--- src/rtl/i_queue_mp_if.sv ---
// Fetch/decode handshake bundle for the multi-port instruction queue.
// master = fetch+decode side, slave = the queue itself.
//   w_valid/w_data/w_ready : write lanes from fetch
//   r_valid/r_data/r_pop   : read lanes to decode
interface i_queue_mp_if #(
    parameter int DATA_W = 64,
    parameter int WPORTS = 2,
    parameter int RPORTS = 2
);
    logic [WPORTS-1:0]        w_valid;
    logic [WPORTS*DATA_W-1:0] w_data;
    logic                     w_ready;
    logic [RPORTS-1:0]        r_valid;
    logic [RPORTS*DATA_W-1:0] r_data;
    logic [RPORTS-1:0]        r_pop;

    modport master (
        output w_valid, w_data, r_pop,
        input  w_ready, r_valid, r_data
    );

    modport slave (
        input  w_valid, w_data, r_pop,
        output w_ready, r_valid, r_data
    );
endinterface

--- src/rtl/i_queue_mp.sv ---
// Multi-port instruction queue: up to WPORTS writes and RPORTS pops per cycle.
// Ports: clk, rst_n (async, active-low), flush, q (slave handshake bundle),
//        count (occupancy), almost_full (count >= AF_LVL), proto_err (sticky).
module i_queue_mp #(
    parameter int DATA_W = 64,
    parameter int DEPTH  = 16,
    parameter int WPORTS = 2,
    parameter int RPORTS = 2,
    parameter int AF_LVL = 12
) (
    input  logic                   clk,
    input  logic                   rst_n,
    input  logic                   flush,
    i_queue_mp_if.slave            q,
    output logic [$clog2(DEPTH):0] count,
    output logic                   almost_full,
    output logic                   proto_err
);
    localparam int AW = $clog2(DEPTH);
    localparam int PW = AW + 1;

    logic [DATA_W-1:0] mem [DEPTH];

    logic [PW-1:0] w_ptr;
    logic [PW-1:0] r_ptr;
    logic [PW-1:0] n_w;
    logic [PW-1:0] n_p;
    logic [PW-1:0] count_next;
    logic [PW-1:0] free_next;

    logic w_rdy_q;
    logic af_q;
    logic err_q;
    logic wr_en;
    logic w_gap;
    logic p_gap;
    logic p_bad;

    logic [RPORTS-1:0]        present;
    logic [RPORTS*DATA_W-1:0] r_data_c;

    assign count       = w_ptr - r_ptr;
    assign almost_full = af_q;
    assign proto_err   = err_q;

    // Registered readiness is additionally masked while a flush is active.
    assign q.w_ready = w_rdy_q & ~flush;
    assign wr_en     = w_rdy_q & ~flush & (|q.w_valid);

    // A lane vector is contiguous from lane 0 iff v & (v+1) == 0.
    assign w_gap = |({1'b0, q.w_valid} &
                     ({1'b0, q.w_valid} + (WPORTS+1)'(1)));
    assign p_gap = |({1'b0, q.r_pop} &
                     ({1'b0, q.r_pop} + (RPORTS+1)'(1)));

    always_comb begin
        present = '0;
        for (int i = 0; i < RPORTS; i++) begin
            present[i] = count > PW'(i);
        end
    end

    assign q.r_valid = present & {RPORTS{~flush}};

    always_comb begin
        logic [AW-1:0] idx;
        r_data_c = '0;
        idx      = '0;
        for (int i = 0; i < RPORTS; i++) begin
            idx = r_ptr[AW-1:0] + AW'(i);
            if (q.r_valid[i]) begin
                r_data_c[i*DATA_W +: DATA_W] = mem[idx];
            end
        end
    end

    assign q.r_data = r_data_c;

    // Non-contiguous w_valid still writes popcount lanes from lane 0.
    always_comb begin
        n_w = '0;
        if (wr_en) begin
            for (int i = 0; i < WPORTS; i++) begin
                n_w = n_w + PW'(q.w_valid[i]);
            end
        end
    end

    // Pops count only leading lanes that hold an entry. Validity here is
    // judged by occupancy, so pops issued during a flush are simply
    // discarded with the flush rather than flagged.
    always_comb begin
        logic stop;
        n_p   = '0;
        p_bad = 1'b0;
        stop  = 1'b0;
        for (int i = 0; i < RPORTS; i++) begin
            if (!q.r_pop[i]) begin
                stop = 1'b1;
            end else if (!present[i]) begin
                p_bad = 1'b1;
                stop  = 1'b1;
            end else if (!stop) begin
                n_p = n_p + PW'(1);
            end
        end
    end

    always_comb begin
        if (flush) begin
            count_next = '0;
        end else begin
            count_next = count + n_w - n_p;
        end
        free_next = PW'(DEPTH) - count_next;
    end

    always_ff @(posedge clk or negedge rst_n) begin
        if (!rst_n) begin
            w_ptr   <= '0;
            r_ptr   <= '0;
            w_rdy_q <= 1'b0;
            af_q    <= 1'b0;
            err_q   <= 1'b0;
        end else begin
            if (flush) begin
                w_ptr <= '0;
                r_ptr <= '0;
            end else begin
                w_ptr <= w_ptr + n_w;
                r_ptr <= r_ptr + n_p;
            end
            w_rdy_q <= ~flush & (free_next >= PW'(WPORTS));
            af_q    <= count_next >= PW'(AF_LVL);
            if (w_gap | p_gap | p_bad) begin
                err_q <= 1'b1;
            end
        end
    end

    // Storage is intentionally not reset.
    always_ff @(posedge clk) begin
        if (wr_en) begin
            for (int i = 0; i < WPORTS; i++) begin
                if (PW'(i) < n_w) begin
                    mem[w_ptr[AW-1:0] + AW'(i)] <=
                        q.w_data[i*DATA_W +: DATA_W];
                end
            end
        end
    end
endmodule

--- src/flat_wrapper.sv ---
// flat-port wrapper written by rule: the top's interface ports become plain ports
module i_queue_mp_flat 
#(
    parameter int DATA_W = 64,
    parameter int DEPTH  = 16,
    parameter int WPORTS = 2,
    parameter int RPORTS = 2,
    parameter int AF_LVL = 12
)
  (clk, rst_n, flush, count, almost_full, proto_err, q_w_valid, q_w_data, q_r_pop, q_w_ready, q_r_valid, q_r_data);
  i_queue_mp_if #(.DATA_W(DATA_W), .WPORTS(WPORTS), .RPORTS(RPORTS)) q_i ();
  input  logic clk;
  input  logic rst_n;
  input  logic flush;
  output logic [$clog2(DEPTH):0] count;
  output logic almost_full;
  output logic proto_err;
  input wire logic [$bits(q_i.w_valid)-1:0] q_w_valid;
  input wire logic [$bits(q_i.w_data)-1:0] q_w_data;
  input wire logic [$bits(q_i.r_pop)-1:0] q_r_pop;
  output wire logic [$bits(q_i.w_ready)-1:0] q_w_ready;
  output wire logic [$bits(q_i.r_valid)-1:0] q_r_valid;
  output wire logic [$bits(q_i.r_data)-1:0] q_r_data;
  assign q_i.w_valid = q_w_valid;
  assign q_i.w_data = q_w_data;
  assign q_i.r_pop = q_r_pop;
  assign q_w_ready = q_i.w_ready;
  assign q_r_valid = q_i.r_valid;
  assign q_r_data = q_i.r_data;
  i_queue_mp #(.DATA_W(DATA_W), .DEPTH(DEPTH), .WPORTS(WPORTS), .RPORTS(RPORTS), .AF_LVL(AF_LVL)) u_core (.clk(clk), .rst_n(rst_n), .flush(flush), .q(q_i), .count(count), .almost_full(almost_full), .proto_err(proto_err));
endmodule
--- config.mk ---
export PLATFORM = sky130hd
export DESIGN_NAME = i_queue_mp_flat
export DESIGN_NICKNAME = d
export VERILOG_FILES = /design/src/rtl/i_queue_mp_if.sv /design/src/rtl/i_queue_mp.sv /design/src/flat_wrapper.sv
export SDC_FILE = /design/constraint.sdc
export NUM_CORES = 2
export LEC_CHECK = 0
export CAP_MARGIN = 20
export CORE_ASPECT_RATIO = 0.6
export CORE_MARGIN = 2
export CORE_UTILIZATION = 25
export DETAILED_ROUTE_END_ITERATION = 10
export GPL_ROUTABILITY_DRIVEN = 0
export PLACE_DENSITY = 0.43
export SLEW_MARGIN = 10
export SYNTH_ARGS = -nofsm -noshare
export SYNTH_HDL_FRONTEND = slang
export SYNTH_SLANG_ARGS = --single-unit
--- constraint.sdc ---
create_clock -name clk -period 7.6 [get_ports clk]
set_clock_uncertainty 0.15 [all_clocks]
set_input_delay 2.28 -clock clk [delete_from_list [all_inputs] [get_ports clk]]
set_output_delay 2.28 -clock clk [all_outputs]
set_load 0.1 [all_outputs]
==> flow_summary_export.csv <==
group,metric,value,unit
outcome,outcome,"finished, final reports clean",
timing,finalSetupViolCount,0,
detailed_routing,wl,239000,um
min_path,min-delay-start,"u_core.r_ptr[4]",
placed_design,dp_hpwl,132000,um
clock_network,cts_made_buffers,114,
layout,final_util,0.301,
layout,drive_above_1_share,0.553,
timing,hold_viol_final,0,
layout,most-common-layout-cells,"edfxtp_1 (1024), mux2_2 (970), mux4_2 (576), buf_12 (170), clkdlybuf4s50_1 (141)",
power,power-per-cell-area,368,nW/um^2
die,initial_core_util,0.252,
layout,layout_commonest_cell,"edfxtp_1",
logic_synthesis,ys_types,50,
die,core_region_area,244000,um^2
layout,seqCellArea,31100,um^2
clock_network,cts_hold_buf,0,
logic_synthesis,synth_seq_cells,1037,
layout,nFillCells,23800,
logic_synthesis,synth_compound_area_frac,0.0200,
logic_synthesis,syn_inst,3547,
layout,area_growth,19.4,%
grt,grt_pass1_wl,328000,um
placed_design,post-place-ws,633,ps
detailed_routing,vias,36800,
detailed_routing,drc,0,
timing,period_share,0.961,
timing,setup_ws,298,ps
worst_setup_path,critical_path.max_fanout,11,
logic_synthesis,synthSimpleGateAreaFrac,0.0189,
clock_network,clkLatencyLatePin,700,ps
worst_setup_path,worstSetupPathType,"flip-flop to primary output",
clock_network,clock_path_buffers,3,
logic_synthesis,synth.area.top_cells,"edfxtp_1 (50%), mux4_2 (21%), mux2_2 (18%)",
logic_synthesis,synth_edf_count,1024,
layout,nets,3808,
layout,multi_input_area,29100,um^2
worst_setup_path,worstReg2RegStart,"u_core.w_ptr[0]",
grt,grt_pass1_vias,37200,
detailed_routing,viasPerCell,5.26,
timing,final-max-slew-violation-count,0,
detailed_routing,wl_per_cell,34.2,um
clock_network,cts_tree,"built",
die,die_w,644,um
logic_synthesis,synth_top_area_frac,0.500,
clock_network,clock_tree.root_cell,"clkbuf_16",
logic_synthesis,synthMuxAreaShare,0.409,
detailed_routing,final_antenna_net_count,0,
timing,relSlewSlack,0.217,
logic_synthesis,yosys.area.top_type,"edfxtp_1",
grt,grt_max_degree,119,
grt,grt_antenna_before_repair,32,
logic_synthesis,syn-num-nets,3709,
logic_synthesis,synth_flop_cell,"edfxtp_1",
logic_synthesis,async_flop_share,0.0125,
die,num_io_pins,273,
die,die_h,388,um
placed_design,dpl_cell_area,69900,um^2
worst_setup_path,cp-end-kind,"primary output",
worst_setup_path,cp-start-kind,"flip-flop",
die,die-area,250000,um^2
logic_synthesis,syn_avg_cell_area,17.3,um^2
logic_synthesis,ys.warnings.count,0,
die,rows,140,
timing,rsz0062_at_grt,"false",
logic_synthesis,synth_xor_area_frac,0.00197,
worst_setup_path,rr_endpoint,"u_core.w_rdy_q",
worst_setup_path,ff2ff_path_depth,20,
power,peakVddDrop,0.319,mV
min_path,hold_path.class,"flip-flop to flip-flop",
placed_design,port_buffers,272,
logic_synthesis,yosys.area_share.adder,0.00611,
logic_synthesis,syn_area,61500,um^2
timing,timing.fmax,137,MHz
timing,finalCriticalPeriod,7300,ps
min_path,holdPathStages,2,
detailed_routing,drtIter0Drc,3667,
min_path,worstHoldEndpoint,"u_core.r_ptr[4]",
clock_network,post-cts-setup-buffer-count,0,
detailed_routing,drt_pass1_iterations,5,
layout,final_area,73400,um^2
clock_network,cts_resized,0,
clock_network,cts_max_level,3,
clock_network,clkSinkCount,1037,
logic_synthesis,ys_seq_area_frac,0.505,
flow_run,cap_violations,0,
clock_network,path_clk_slew,70,ps
worst_setup_path,worstPathArrival,4870,ps
logic_synthesis,synth_top_family_by_area,"multiplexers",
power,power.leakage,22.8,nW
worst_setup_path,worstPathRequired,5170,ps
grt,grt_use_total,0.187,
timing,worst_slew_pin_slew,1170,ps
worst_setup_path,rrSetupSlack,2250,ps
grt,grt_overflow_total,0,
worst_setup_path,crit_start,"u_core.w_ptr[0]",
==> power breakdown <==
group | leakage [nW] | switching, W | internal [W] | total (W)
clock network | 1.70 | 0.00256 | 0.00300 | 0.00555
registers | 9.38 | 0.0000422 | 0.00638 | 0.00642
logic | 11.7 | 0.00899 | 0.00603 | 0.0150
total | 22.8 | 0.0116 | 0.0154 | 0.0270
==> worst max-delay path by stage <==
stage                        endpoint  slack, ps  cells after the start
floorplan           u_core.mem[10][0]       -680                      6
global placement          q_r_data[8]        660                      6
detailed placement        q_r_data[8]        630                      6
CTS                      q_r_data[72]        230                     14
global route             q_r_data[72]         40                     14
finish                  q_r_data[127]        300                     14
==> registers in the layout (all words and copies together) (netlist names) <==
| register | flops |
|---|---|
| u_core.mem | 1024 |
| u_core.r_ptr | 5 |
| u_core.w_ptr | 5 |
| u_core.almost_full | 1 |
| u_core.proto_err | 1 |
| u_core.w_rdy_q | 1 |
==> critical path: stages, from the launching register on <==
cell and delay, ps:
dfrtp_1 440, inv_1 200, ha_1 180, inv_1 60
fa_1 420, a21o_1 170, a21o_1 200, xor2_2 440
ha_1 240, o31ai_1 110, a221o_4 640, buf_16 270
buf_12 230, a211oi_2 240, buf_12 210
==> through the flow <==
stage / hold slack, ps / setup TNS [ps] / instances / total power, W
after floorplan: 373 / -87080 / 3547 / 0.0167
after global placement: 395 / 0 / 6794 / 0.0218
after detailed placement: 418 / 0 / 6796 / 0.0218
after CTS: 434 / 0 / 7000 / 0.0274
after global routing: 473 / 0 / 7002 / 0.0281
final: 430 / 0 / 7004 / 0.0270
==> layout make-up <==
class	count	share of cell area
flip-flops and latches	1037	0.423
diodes	4	0.000136
multi-input cells	2070	0.396
repair buffers	402	0.0752
well taps	3266	0.0557
clock inverters	59	0.00757
inverters	21	0.00121
clock buffers	145	0.0404
==> cells in the mapped netlist (all sizes together), types with 2 or more instances <==
cell type / count
edfxtp: 1024
mux2: 1024
mux4: 576
clkbuf: 216
buf: 203
nor2b: 137
a211oi: 129
mux2i: 65
ha: 22
nand2: 22
inv: 21
nor2: 16
dfrtp: 13
o21ai: 12
xor2: 7
a21oi: 6
xnor2: 6
a21o: 5
and2: 5
fa: 5
nand3: 4
o21bai: 4
a221o: 3
nand2b: 3
nor3: 3
a211o: 2
and3: 2
==> kinds of logic (layout without fill, tap and decap cells) <==
logic type | after synthesis | in the layout
AO/OA/AOI/OAI | 168 | 168
XOR/XNOR | 13 | 13
adder cells (fa/ha/maj) | 27 | 27
buffers and inverters | 440 | 627
flip-flops | 1037 | 1037
multiplexers | 1665 | 1665
other | 0 | 4
AND/OR/NAND/NOR | 197 | 197
==> metal layers <==
metal,GRT usage,wire length (um),up-vias
met1,0.286,117000,20500
li1,-,-,14800
met2,0.286,107000,1231
met3,0.0257,12300,233
met5,0,41,-
met4,0.0290,3730,6
No activity file was read; power rests on OpenSTA's default activity.
